**src/rtl/uart_tx_stim.sv**
```systemverilog
// Bench-side UART transmitter: bytes from a valid/ready FIFO are sent 8N1, LSB first, back-to-back.
// Define UART_TX_STIM_PARITY_EN to insert an even-parity bit between the data and stop bits.
module uart_tx_stim #(
    parameter int unsigned CLOCK_FREQUENCY = 25_000_000,
    parameter int unsigned UART_BAUD_RATE  = 57600,
    parameter int unsigned FIFO_DEPTH      = 8
) (
    input  logic                        clk_i,
    input  logic                        rst_i,
    input  logic [7:0]                  data_i,
    input  logic                        valid_i,
    output logic                        ready_o,
    output logic                        uart_tx_o,
    output logic                        busy_o,
    output logic [$clog2(FIFO_DEPTH):0] fifo_count_o,
    output logic                        tx_done_o
);
    localparam int unsigned CYCLES_PER_BAUD = CLOCK_FREQUENCY / UART_BAUD_RATE;
    localparam int unsigned AW = $clog2(FIFO_DEPTH);
    localparam int unsigned PW = AW + 1;
    localparam int unsigned BW = $clog2(CYCLES_PER_BAUD);
    localparam logic [BW-1:0] BAUD_LAST = BW'(CYCLES_PER_BAUD - 1);

`ifdef UART_TX_STIM_PARITY_EN
    typedef enum logic [2:0] {S_IDLE, S_START, S_DATA, S_PARITY, S_STOP} state_t;
`else
    typedef enum logic [1:0] {S_IDLE, S_START, S_DATA, S_STOP} state_t;
`endif

    logic [7:0]    r_mem [FIFO_DEPTH];
    logic [PW-1:0] r_wr_ptr;
    logic [PW-1:0] r_rd_ptr;
    logic [PW-1:0] w_count;
    logic          w_full;
    logic          w_empty;
    logic          w_push;
    logic          w_pop;
    logic          w_baud_last;
    logic [7:0]    w_rd_data;

    state_t        r_state;
    logic [BW-1:0] r_baud;
    logic [2:0]    r_bit_idx;
    logic [7:0]    r_shift;
    logic          r_tx;
    logic          r_done;
`ifdef UART_TX_STIM_PARITY_EN
    logic          r_parity;
`endif

    // Pointers carry one extra MSB so full and empty are distinguishable.
    assign w_count     = r_wr_ptr - r_rd_ptr;
    assign w_full      = (w_count == PW'(FIFO_DEPTH));
    assign w_empty     = (w_count == '0);
    assign w_push      = valid_i && !w_full;
    assign w_pop       = (r_state == S_IDLE) && !w_empty;
    assign w_baud_last = (r_baud == BAUD_LAST);
    assign w_rd_data   = r_mem[r_rd_ptr[AW-1:0]];

    assign ready_o      = !w_full;
    assign busy_o       = (r_state != S_IDLE) || !w_empty;
    assign fifo_count_o = w_count;
    assign uart_tx_o    = r_tx;
    assign tx_done_o    = r_done;

    always_ff @(posedge clk_i) begin
        if (w_push) begin
            r_mem[r_wr_ptr[AW-1:0]] <= data_i;
        end
    end

    always_ff @(posedge clk_i or posedge rst_i) begin
        if (rst_i) begin
            r_wr_ptr <= '0;
        end else if (w_push) begin
            r_wr_ptr <= r_wr_ptr + PW'(1);
        end
    end

    // Frame sequencer; the line and done pulse lag the state by one cycle.
    always_ff @(posedge clk_i or posedge rst_i) begin
        if (rst_i) begin
            r_state   <= S_IDLE;
            r_rd_ptr  <= '0;
            r_baud    <= '0;
            r_bit_idx <= '0;
            r_shift   <= '0;
            r_tx      <= 1'b1;
            r_done    <= 1'b0;
`ifdef UART_TX_STIM_PARITY_EN
            r_parity  <= 1'b0;
`endif
        end else begin
            r_done <= 1'b0;
            case (r_state)
                S_IDLE: begin
                    r_tx <= 1'b1;
                    if (w_pop) begin
                        r_shift   <= w_rd_data;
`ifdef UART_TX_STIM_PARITY_EN
                        r_parity  <= ^w_rd_data;
`endif
                        r_rd_ptr  <= r_rd_ptr + PW'(1);
                        r_baud    <= '0;
                        r_bit_idx <= '0;
                        r_state   <= S_START;
                    end
                end
                S_START: begin
                    r_tx <= 1'b0;
                    if (w_baud_last) begin
                        r_baud  <= '0;
                        r_state <= S_DATA;
                    end else begin
                        r_baud <= r_baud + BW'(1);
                    end
                end
                S_DATA: begin
                    r_tx <= r_shift[0];
                    if (w_baud_last) begin
                        r_baud    <= '0;
                        r_shift   <= {1'b0, r_shift[7:1]};
                        r_bit_idx <= r_bit_idx + 3'd1;
                        if (r_bit_idx == 3'd7) begin
`ifdef UART_TX_STIM_PARITY_EN
                            r_state <= S_PARITY;
`else
                            r_state <= S_STOP;
`endif
                        end
                    end else begin
                        r_baud <= r_baud + BW'(1);
                    end
                end
`ifdef UART_TX_STIM_PARITY_EN
                S_PARITY: begin
                    r_tx <= r_parity;
                    if (w_baud_last) begin
                        r_baud  <= '0;
                        r_state <= S_STOP;
                    end else begin
                        r_baud <= r_baud + BW'(1);
                    end
                end
`endif
                S_STOP: begin
                    r_tx <= 1'b1;
                    if (w_baud_last) begin
                        r_done  <= 1'b1;
                        r_baud  <= '0;
                        r_state <= S_IDLE;
                    end else begin
                        r_baud <= r_baud + BW'(1);
                    end
                end
                default: begin
                    r_tx    <= 1'b1;
                    r_state <= S_IDLE;
                end
            endcase
        end
    end
endmodule

```
**config.mk**
```make
export PLATFORM = sky130hd
export DESIGN_NAME = uart_tx_stim
export DESIGN_NICKNAME = d
export VERILOG_FILES = /design/src/rtl/uart_tx_stim.sv
export SDC_FILE = /design/constraint.sdc
export NUM_CORES = 1
export LEC_CHECK = 0
export BUFFER_PORTS_ARGS = -buffer_cell sky130_fd_sc_hd__buf_2
export CAP_MARGIN = 0
export CORE_MARGIN = 2
export CORE_UTILIZATION = 35
export CTS_CLUSTER_SIZE = 12
export DETAILED_ROUTE_END_ITERATION = 6
export PLACE_DENSITY = 0.53
export SETUP_SLACK_MARGIN = 0.1
export SLEW_MARGIN = 20
export SYNTH_ARGS = -nofsm -noshare
export SYNTH_HDL_FRONTEND = slang
export SYNTH_SLANG_ARGS = --single-unit
```
**constraint.sdc**
```tcl
create_clock -name clk_i -period 5.7 [get_ports clk_i]
set_clock_uncertainty 0.15 [all_clocks]
set_input_delay 0.285 -clock clk_i [delete_from_list [all_inputs] [get_ports clk_i]]
set_output_delay 0.285 -clock clk_i [all_outputs]
set_load 0.02 [all_outputs]
```
==> flow_metrics.env <==
export IMPL_cts_max_level=3
export IMPL_worstSetupPathType="reg -> reg"
export IMPL_wl_met3_um=267
export IMPL_arrival_ns=3.48
export IMPL_grt_overflow=0
export IMPL_postLayoutCellArea_um2=4810
export IMPL_fillers=1100
export IMPL_rr_endpoint="r_mem[2][1]"
export IMPL_vias=2314
export IMPL_core_um2=11900
export IMPL_tightest_slew_ns=0.809
export IMPL_endpoint_kind="flip-flop"
export IMPL_pin_count=19
export IMPL_root_buffer="clkbuf_16"
export IMPL_die_area_um2=13000
export IMPL_clock_sinks=96
export IMPL_syn_inst=275
export IMPL_synth_area_per_cell_um2=15.4
export IMPL_postPlaceCellArea_um2=4510
export IMPL_rows=40
export IMPL_vias_per_cell=5.12
export IMPL_status="finished, final reports clean"
export IMPL_fin_crit_sh_pct=64.1
export IMPL_async_reset_ff_share_pct=33.3
export IMPL_p_leak_uw=0.00180
export IMPL_ys_seq_elements=96
export IMPL_port_buffers=18
export IMPL_die_h_um=114
export IMPL_critPathMaxFanout=17
export IMPL_antenna_cells=0
export IMPL_cts_tree="built"
export IMPL_tns_ns=0
export IMPL_clock_latency_ns=0.34
export IMPL_ys_seq_area_share_pct=64.3
export IMPL_synth_top_area_share_pct=45.4
export IMPL_power_density_nw_per_um2=544
export IMPL_hp_class="in -> reg"
export IMPL_top_layer="met4"
export IMPL_holdPathEnd="r_mem[0][7]"
export IMPL_syn_nets=301
export IMPL_wl_met2_mm=3.61
export IMPL_peakVddDrop_mv=0.174
export IMPL_setup_viol=0
export IMPL_drive_above_1_share_pct=24.9
export IMPL_worst_slack_ns=2.05
export IMPL_start_util_pct=35.5
export IMPL_synth_largest_area_cell="edfxtp_1"
export IMPL_finalMaxSlewViolations=0
export IMPL_numCtsBuffers=9
export IMPL_track_usage_pct=12.6
export IMPL_critical_path_required_ns=5.52
export IMPL_startpoint_type="flip-flop"
export IMPL_clkTransAtPathRegs_ns=0.07
export IMPL_rsz0062_at_grt="no"
export IMPL_hold_start="data_i[7]"
export IMPL_hpwl_mm=5.17
export IMPL_yosys_top_cells_area="edfxtp_1, dfrtp_1, mux4_2"
export IMPL_relSlewSlack_pct=45.5
export IMPL_yosys_cell_types_count=43
export IMPL_finalCriticalPeriod_ns=3.65
export IMPL_wl_met1_mm=3.71
export IMPL_syn_to_final_growth_pct=13.5
export IMPL_nets=328
export IMPL_post_cts_resized=0
export IMPL_synth_area_um2=4230
export IMPL_drc=0
export IMPL_synth_edff_count=64
export IMPL_gp_congestion=0.763
export IMPL_holdWs_ns=0.0726
export IMPL_wl_mm=7.67
export IMPL_hold_depth=1
export IMPL_ant_nets=0
export IMPL_grt_pass1_vias=2174
export IMPL_dp_worst_setup_slack_ns=1.67
export IMPL_drt_iter0_drc=148
export IMPL_drv_cap=0
export IMPL_reg2reg_slack_ns=2.05
export IMPL_antenna_found_initial=0
export IMPL_r2r_cells=7
export IMPL_hold_violations=0
export IMPL_grt_max_degree=33
export IMPL_synth_main_ff_cell="edfxtp_1"
export IMPL_clock_path_buffers=2
export IMPL_die_w_um=114
export IMPL_grt_pass1_wl_mm=12.3
export IMPL_timing_rr_start="r_rd_ptr[2]"
export IMPL_ys_warn_count=0
export IMPL_fmax_mhz=274
export IMPL_dr_pass1_iters=4
export IMPL_post_drt_wl_per_cell_um=17.0
[metrics by stage]
| stage | cells | power [uW] | utilization, % |
|---|---|---|---|
| 4_1_cts | 452 | 2640 | 40.2 |
| 3_5_place_dp | 437 | 2080 | 37.8 |
| 2_1_floorplan | 275 | 1820 | - |
| 3_3_place_gp | 437 | 2060 | 37.8 |
| 6_report | 452 | 2610 | 40.3 |
| 5_1_grt | 452 | 2800 | 40.3 |
[area by class of cell]
class / instances / area, um^2 / area share (%)
flip-flops and latches: 96 / 2720 / 56.7
repair buffers: 24 / 138 / 2.86
clock buffers: 9 / 225 / 4.69
multi-input cells: 158 / 1440 / 30.0
inverters: 13 / 48.8 / 1.02
well taps: 147 / 184 / 3.83
clock inverters: 5 / 42.5 / 0.885
[cells in the mapped netlist, types with 3 or more instances]
cell type   n
clkbuf_1    3
buf_2       3
xor2_1      5
mux4_2     16
xnor2_1     5
dfrtp_1    31
inv_1      12
nor2_1      7
nand3_1     5
edfxtp_1   64
o31ai_1     5
a21oi_1     4
mux2i_1    10
nand2_1    22
ha_1       14
nor3_1      6
mux2_2     11
o21ai_0    20
nand3b_1    3
[logic make-up after synthesis]
group	after synthesis	share of synthesized area (%)
simple gates	60	7.80
flops	96	64.3
buf+inv	21	2.04
compound gates	36	5.35
fa+ha+maj	15	4.61
xor+xnor	10	2.07
mux	37	13.8
[worst max-delay path: stages (launching register included)]
cell	delay [ns]
dfrtp_1	0.80
inv_1	0.16
ha_1	0.36
a21oi_1	0.19
nand3_1	0.23
a31oi_1	0.60
nand2_1	0.23
nor3_2	0.57
[state kept, by name (all words and copies together) (netlist names)]
register / cells
r_rd_ptr: 4
r_mem: 64
r_bit_idx: 3
r_shift: 8
uart_tx_o: 1
r_baud: 9
r_state: 2
r_wr_ptr: 4
tx_done_o: 1
[worst max path at each step]
stage	startpoint	to	slack, ns	cells after the start
after global placement	r_rd_ptr[2]	r_mem[4][0]	1.80	7
final	r_rd_ptr[2]	r_mem[2][1]	2.05	7
after global routing	r_rd_ptr[2]	r_mem[3][3]	1.70	7
after floorplan	r_rd_ptr[2]	r_mem[6][0]	2.13	9
after CTS	r_rd_ptr[2]	r_mem[4][0]	1.67	7
after detailed placement	r_rd_ptr[2]	r_mem[5][6]	1.67	7
[placed cells by master (no fill, tap or decap), types with 5 or more instances in the layout]
master     instances
nand2_1           22
mux2_2            11
xor2_1             5
nor2_1             7
dfrtp_1           31
o21ai_0           20
ha_1              14
nand3_1            5
mux4_2            16
xnor2_1            5
clkbuf_16          9
buf_2             18
inv_1             12
edfxtp_1          64
o31ai_1            5
buf_4              5
mux2i_1           10
[layer usage]
metal	GRT usage, %	up-vias
li1	-	1099
met1	17.9	1166
met2	18.8	42
met3	3.35	7
met4	4.88	0
met5	0	-
[timing repair]
| action | CTS | global route |
|---|---|---|
| endpoints found under the hold margin | 31 | 0 |
| hold buffers | 1 | 0 |
| buffers inserted | 0 | 0 |
| endpoints found under the setup margin | 0 | 0 |
[power breakdown]
group / switching, uW / leakage [uW] / internal (uW) / total [uW]
combinational: 565 / 0.000687 / 446 / 1010
clock: 258 / 0.000128 / 295 / 553
sequential: 127 / 0.000982 / 921 / 1050
Power figures use the tool's default switching activity.
